`config.mk`:
```
export PLATFORM = sky130hd
export DESIGN_NAME = mux_nto1_pipe
export DESIGN_NICKNAME = d
export VERILOG_FILES = /design/src/rtl/proc_pkg.sv /design/src/rtl/mux_scan_ctr.sv /design/src/rtl/mux_nto1_pipe.sv
export SDC_FILE = /design/constraint.sdc
export NUM_CORES = 1
export LEC_CHECK = 0
export CAP_MARGIN = 20
export CORE_UTILIZATION = 32
export CTS_CLUSTER_SIZE = 16
export DETAILED_ROUTE_END_ITERATION = 10
export PLACE_DENSITY_LB_ADDON = 0.15
export SETUP_SLACK_MARGIN = 0.4
export SLEW_MARGIN = 20
export SYNTH_ARGS = -nofsm -noshare
export SYNTH_HDL_FRONTEND = slang
export SYNTH_SLANG_ARGS = --single-unit
```
`constraint.sdc`:
```
create_clock -name clk -period 4.51 [get_ports clk]
set_clock_uncertainty 0.05 [all_clocks]
set_input_delay 0.902 -clock clk [delete_from_list [all_inputs] [get_ports clk]]
set_output_delay 0.902 -clock clk [all_outputs]
set_load 0.01 [all_outputs]
```
`src/rtl/proc_pkg.sv`:
```
// Shared definitions for the operand/writeback word selector: select-mode
// encodings and a bounded clog2 usable in parameter expressions.
package proc_pkg;

  localparam logic MODE_DIRECT = 1'b0;
  localparam logic MODE_SCAN   = 1'b1;

  // Returns at least 1 so a 2-input selector still gets a 1-bit index.
  function automatic int clog2_safe(input int n);
    int w;
    w = 5;
    for (int i = 5; i >= 1; i--) begin
      if ((1 << i) >= n) w = i;
    end
    return w;
  endfunction

endpackage

```
`src/rtl/mux_scan_ctr.sv`:
```
// Round-robin scan pointer that wraps at N_IN-1; clr forces the pointer to
// zero in the same cycle so a capture on that cycle already uses index 0.
module mux_scan_ctr #(
  parameter int N_IN  = 8,
  parameter int SEL_W = 3
) (
  input  logic             clk,
  input  logic             rst_n,
  input  logic             adv,
  input  logic             clr,
  output logic [SEL_W-1:0] idx
);

  logic [SEL_W-1:0] cnt_q;

  assign idx = clr ? '0 : cnt_q;

  always_ff @(posedge clk or negedge rst_n) begin
    if (!rst_n) begin
      cnt_q <= '0;
    end else if (adv) begin
      cnt_q <= (int'(idx) == N_IN - 1) ? '0 : idx + SEL_W'(1);
    end else if (clr) begin
      cnt_q <= '0;
    end
  end

endmodule

```
`src/rtl/mux_nto1_pipe.sv`:
```
// Registered N-to-1 word selector with valid/ready flow control and a
// direct or round-robin scan select source.
module mux_nto1_pipe
  import proc_pkg::*;
#(
  parameter int WIDTH = 16,
  parameter int N_IN  = 8,
  localparam int SEL_W = clog2_safe(N_IN)
) (
  input  logic                  clk,
  input  logic                  rst_n,
  input  logic                  enable,
  input  logic                  mode,
  input  logic [N_IN*WIDTH-1:0] in_data,
  input  logic [SEL_W-1:0]      sel,
  input  logic                  in_valid,
  output logic                  in_ready,
  output logic [WIDTH-1:0]      out_data,
  output logic                  out_valid,
  input  logic                  out_ready,
  output logic [SEL_W-1:0]      scan_idx,
  output logic                  sel_err
);

  // Handshake: a word moves on either side only when valid && ready are both
  // high at a rising edge; in_ready never looks at in_valid, and a stalled
  // out_data/out_valid pair holds until out_ready is seen.
  logic             mode_q;
  logic             mode_edge;
  logic             capture;
  logic [SEL_W-1:0] cur_idx;
  logic             idx_ok;
  logic [WIDTH-1:0] word;

  assign in_ready  = enable && (!out_valid || out_ready);
  assign capture   = in_valid && in_ready;
  assign mode_edge = (mode == MODE_SCAN) && (mode_q == MODE_DIRECT);
  assign cur_idx   = (mode == MODE_SCAN) ? scan_idx : sel;
  assign idx_ok    = int'(cur_idx) < N_IN;

  mux_scan_ctr #(
    .N_IN  (N_IN),
    .SEL_W (SEL_W)
  ) u_scan_ctr (
    .clk   (clk),
    .rst_n (rst_n),
    .adv   (capture && (mode == MODE_SCAN)),
    .clr   (mode_edge),
    .idx   (scan_idx)
  );

  // Out-of-range indices match no slot and fall through to zero.
  always_comb begin
    word = '0;
    for (int i = 0; i < N_IN; i++) begin
      if (int'(cur_idx) == i) word = in_data[i*WIDTH +: WIDTH];
    end
  end

  always_ff @(posedge clk or negedge rst_n) begin
    if (!rst_n) begin
      mode_q <= MODE_DIRECT;
    end else begin
      mode_q <= mode;
    end
  end

  always_ff @(posedge clk or negedge rst_n) begin
    if (!rst_n) begin
      out_data  <= '0;
      out_valid <= 1'b0;
      sel_err   <= 1'b0;
    end else if (capture) begin
      out_data  <= idx_ok ? word : '0;
      out_valid <= 1'b1;
      sel_err   <= !idx_ok;
    end else if (out_ready) begin
      out_valid <= 1'b0;
    end
  end

endmodule
```
==> results of run 1 <==
## per-layer routing
layer	wire (µm)	vias up	part of all wire
li1	-	1289	-
met1	3750	1275	0.41
met2	4350	150	0.47
met3	888	14	0.097
met4	191	0	0.021
met5	0	-	0
## placed cells by master, fill, tap and decap left out, types with 2 or more instances in the layout
cell             instances
a21oi_1                 17
a221oi_1                15
and2_1                   5
and3_1                   2
buf_4                    4
clkbuf_8                 3
clkdlybuf4s50_1        156
dfrtp_1                 21
ha_1                     2
mux2i_1                 32
nand2_1                 26
nand2b_1                 5
nand4b_1                 3
o2111ai_1               16
o21a_1                  16
o21ai_0                 18
o221ai_1                 7
o221ai_2                 9
or3_1                   16
or3b_1                   2
## through the flow
stage          setup WS [ns]  utilization
3_5_place_dp           0.667        0.587
2_1_floorplan           2.13            -
4_1_cts                0.973        0.594
3_3_place_gp           0.765        0.587
5_1_grt                0.734        0.593
6_report               0.957        0.593
## registers in the layout (all words and copies together) (netlist names)
name / cells
mode_q: 1
out_data: 16
out_valid: 1
u_scan_ctr.cnt_q: 3
## worst min-delay path by stage
stage                               to  depth (start not counted)
3_5_place_dp   out_data[7]$_DFFE_PN0P_                          2
5_1_grt        out_data[7]$_DFFE_PN0P_                          2
2_1_floorplan  out_data[0]$_DFFE_PN0P_                          2
4_1_cts        out_data[4]$_DFFE_PN0P_                          2
3_3_place_gp   out_data[7]$_DFFE_PN0P_                          2
6_report       out_data[4]$_DFFE_PN0P_                          2
## logic make-up after synthesis
kind of cell               count (synthesis)  synth area share
adders and majority gates                  2            0.0114
buffers and inverters                     24            0.0530
muxes                                     33             0.151
xor gates and xnor gates                   1           0.00399
AOI/OAI and AO/OA                        105             0.387
DFF                                       21             0.239
other                                      1           0.00171
and+or+nand+nor                           62             0.153
## power breakdown
| group | total [mW] | internal [mW] | switching [mW] |
|---|---|---|---|
| registers | 0.249 | 0.224 | 0.0248 |
| clock network | 0.136 | 0.0618 | 0.0746 |
| logic | 0.421 | 0.250 | 0.172 |
| total | 0.807 | 0.536 | 0.271 |
## area by class of cell
type	instances	area share
timing repair buffer	162	0.420
multi-input combinational	204	0.405
sequential	21	0.136
tap	77	0.0250
clock buffer	3	0.0107
inverter	2	0.00195
clock inverter	1	0.00130
## critical path: cells and delay by family
family	cells	cell delay [ns]
AO/OA/AOI/OAI	4	1.34
AND/OR/NAND/NOR	1	0.75
buffers and inverters	1	0.67
==> results.md, run 1 <==
* Status: complete, but fails checks
* Failing checks: design-rule violations
* Cells after DPL at roughly 470
* Total power at 0.807 mW
* Slowest Stage Delay on Critical Path at 0.83 ns
* Yosys warns at 0
* Syn_area_per_cell at 8.81 µm²
* Syn_nets at roughly 390
* DP Area at 3810 µm²
* Synth top area cells: dfrtp_1 24%, mux2i_1 15%, o2111ai_1 6.4%, o221ai_2 6.2%, a221oi_1 6.0%
* Vias per cell at 5.80
* M1 GR Usage at 0.323
* Final instance count without filler cells at 470
* Pins Over Slew Limit at 0
* Worst Hold Class: reg -> reg
* Detailed Place HPWL at 6980 µm
* Clk_lat worst skew at 0.27 ns
* R2R Setup Slk at 2.05 ns
* Core area at around 6500 µm²
* Diode count at 0
* GRT Total Usage at 0.253
* Area taken by flip-flops and latches at around 530 µm²
* Fmax at 281 MHz
* RSZ-0062 raised after global routing: false
* Hold_ws at approximately 0.45 ns
* Critical Path RT at 4.63 ns
* Multi-input gate area at 1560 µm²
* Leakage Power at ~1.4 nW
* WL/cell at 19.5 µm
* Yosys top cell area share at 0.239
* Die area at slightly above 7000 µm²
* Worst setup endpoint: out_data[0]$_DFFE_PN0P_
* Post-Synthesis Cells at between 200 and 250
* Gpl congestion at 0.867
* Layout Area Growth over Synthesis at 75.5%
* TritonCTS clock tree: yes
* Power per standard cell area at 209 nW/µm²
* Seq/Total Area, Yosys at 0.239
* Cts-stage hold buffer count at 0
* IO buf count at 157
* Worst Setup SP: mode
* Initial core utilization at 0.338
* Post-route cell area at 3850 µm²
* Chip Width at 84.8 µm
* Hold Vio Cnt, Final at 0
* Endpoints failing setup at 0
* Measured slew at the worst slew-check pin at just over 0.9 ns
* Setup Fix Bufs, Post-CTS at 0
* Final #Nets at 533
* Most common cell in the netlist: mux2i_1
* Yosys cell types at 37
* Gr busiest metal: met2
* DRC errors left at 15
* CP Capture Type: flip-flop
* # IOs at 159
* Share of cells above drive strength 1 at 0.0687
* Pin count of the biggest net entering global routing at 22
* Crit path launch type: primary input
* First-pass GRT wire length at 14,100 µm
* Yosys top cell by area: dfrtp_1
* Setup Total Neg Slack at 0 ns
* 1st-iter DRT viols at 178
* CP arrival at about 3.7 ns
* R2r endpoint: out_data[6]$_DFFE_PN0P_
* CP Cell Sequence: clkdlybuf4s50_1, or3b_1, a221oi_4, a221oi_1, o21a_1, o221ai_1
* Worst r2r path cells at 5
* Clock transition at path regs at ~0.090 ns
* M3 GR Usage at 0.0574
* CTS sink count at 21
* Row cnt at 29
* GRT overflow at 0
* Async SR Flop Fraction at 1.00
* Min Tclk post-route at roughly 3.6 ns
* Slowest CP cell: a221oi_4
* Period utilization at 0.788
* Clock buffer depth at 2
* Vias in the first global route at roughly 2,600
* Predominant post-synthesis flop cell: dfrtp_1
* Initial antenna violation count at 0
* Worst IR Drop VDD at between 0.1 and 0.15 mV
* Clock Tree Root: clkbuf_8
* Detailed-router iteration count before antenna repair at 11
* Hold_sp: out_data[4]$_DFFE_PN0P_
* EDFF count, synth at 0
* ANT nets after route at 0
* Synth top cells by count: 32 x mux2i_1, 26 x nand2_1, 21 x dfrtp_1
* Max_cap viols at 0
* Reg2reg start: mode_q$_DFF_PN0_
* Seq cells post-synth at 21
* Fillers at 602
* H-tree depth at 1
* Die Span Y at approximately 85 µm
* Routed wire length at 9180 µm
* Met2 usage at 0.433
* Post-synth design cell area at 2190 µm²
* Crit Path Max Fanout at 17
* Vias at approximately 2,700
* Post-CTS sizing at 0
* WS Path Type: in -> reg
* Max_slew headroom at 0.389
* Total CTS buffers at 3
Power figures use the tool's default switching activity.
==> run 2, diff against run 1 <==
==> constraint.sdc (replaced) <==
create_clock -name clk -period 3.4 [get_ports clk]
set_clock_uncertainty 0.05 [all_clocks]
set_input_delay 0.68 -clock clk [delete_from_list [all_inputs] [get_ports clk]]
set_output_delay 0.68 -clock clk [all_outputs]
set_load 0.01 [all_outputs]
==> results.md, run 2 (synthesis results as in run 1) <==
* Total power at 1.07 mW
* Initial antenna violation count at 0
* Diode count at 0
* Period utilization at 0.836
* Fmax at around 350 MHz
* Fin util at 0.601
* CP Capture Type: output port
* Total CTS buffers at 3
* Leading cell types in the layout, fill and taps excluded: 157 x clkdlybuf4s50_1, 32 x mux2i_1, 26 x nand2_1
* Vias in the first global route at 2,689
* GRT Total Usage at 0.243
* Vias per cell at 5.57
* Vias at 2,663
* Min Tclk post-route at 2.84 ns
* R2R Setup Slk at 1.45 ns
* Measured slew at the worst slew-check pin at 0.668 ns
* Worst Hold Class: reg -> reg
* 1st-iter DRT viols at 158
* Post-CTS sizing at 0
* Detailed-router iteration count before antenna repair at 8
* Hold Vio Cnt, Final at 0
* Clock transition at path regs at 0.08 ns
* Die Span Y at 84.8 µm
* Top reg by flops: out_data
* Final #Nets at about 540
* Critical Path RT at about 2.7 ns
* # IOs at 159
* Pin count of the biggest net entering global routing at 22
* CP arrival at 2.11 ns
* Max_slew headroom at 0.553
* Core area at 6490 µm²
* WS Path Type: in -> out
* Gpl congestion at slightly above 0.8
* CTS sink count at 21
* Worst Setup SP: mode
* Hold_sp: out_data[5]$_DFFE_PN0P_
* Clk_lat worst skew at 0.27 ns
* Die area at a little over 7000 µm²
* Most common cell after layout, fill and taps aside: clkdlybuf4s50_1
* GRT overflow at 0
* Clock Tree Root: clkbuf_8
* Pins Over Slew Limit at 0
* DRC errors left at 15
* Crit path launch type: primary input
* Leakage Power at 1.43 nW
* RSZ-0062 raised after global routing: false
* TritonCTS clock tree: yes
* Layout Area Growth over Synthesis at 77.9%
* Status: complete, but fails checks
* Clock buffer depth at 2
* First-pass GRT wire length at between 10,000 and 15,000 µm
* Biggest regs: out_data: 16 flops, u_scan_ctr.cnt_q: 3 flops
* Initial core utilization at 0.338
* Worst hold path depth at 2
* ANT nets after route at 0
* Routed wire length at around 9000 µm
* Worst r2r path cells at 5
* Chip Width at 84.8 µm
* WL/cell at 18.5 µm
* Reg2reg start: mode_q$_DFF_PN0_
* Failing checks: design-rule violations
* IO buf count at 157
* Setup Total Neg Slack at 0 ns
* Endpoints failing setup at 0
* Max_cap viols at 0
* Detailed Place HPWL at 6820 µm
* Share of cells above drive strength 1 at 0.0823
* Power per standard cell area at 273 nW/µm²
* Max FFs per register at 16
* Worst IR Drop VDD at 0.186 mV
* Setup Fix Bufs, Post-CTS at 0
* Crit Path Max Fanout at 17
* Row cnt at 29
* H-tree depth at 1
* Cts-stage hold buffer count at 0
## run 2: worst max-delay path, stage by stage
cell	delay, ns
clkdlybuf4s50_1	0.39
buf_4	0.18
nand2b_1	0.11
and2_1	0.19
clkdlybuf4s50_1	0.55
## run 2: per-layer routing
layer / track usage / up-vias / routed length (µm)
li1: - / 1306 / -
met3: 0.0652 / 8 / 867
met4: 0.0339 / 0 / 85
met1: 0.312 / 1212 / 3620
met2: 0.421 / 137 / 4250
met5: 0 / - / 0
## run 2: path summary, 6_finish.rpt
path / end
setup / recovery: scan_idx[2]
hold / removal: out_data[5]$_DFFE_PN0P_
setup reg to reg: out_data[13]$_DFFE_PN0P_
hold reg to reg: out_data[5]$_DFFE_PN0P_
max in group asynchronous: out_data[0]$_DFFE_PN0P_
min in group asynchronous: out_data[13]$_DFFE_PN0P_
## run 2: final cells by class
class | count | area, µm²
clock buffer | 4 | 45.0
fill | 603 | 2590
inverter | 2 | 7.51
multi-input combinational | 204 | 1560
sequential | 21 | 526
tap | 77 | 96.3
timing repair buffer | 170 | 1670
## run 2: where the power goes
group	total, mW	switching, mW	internal (mW)
registers	0.329	0.0322	0.297
clock network	0.176	0.0926	0.0837
logic	0.560	0.225	0.335
total	1.07	0.350	0.716
## run 2: stage by stage
stage	worst slack, ns	cells	hold slack [ns]	area, µm²
4_1_cts	0.547	478	0.457	3900
6_report	0.558	478	0.452	3900
5_1_grt	0.488	478	0.481	3900
3_3_place_gp	0.585	474	0.422	3860
2_1_floorplan	1.25	249	0.334	2190
3_5_place_dp	0.553	474	0.433	3860
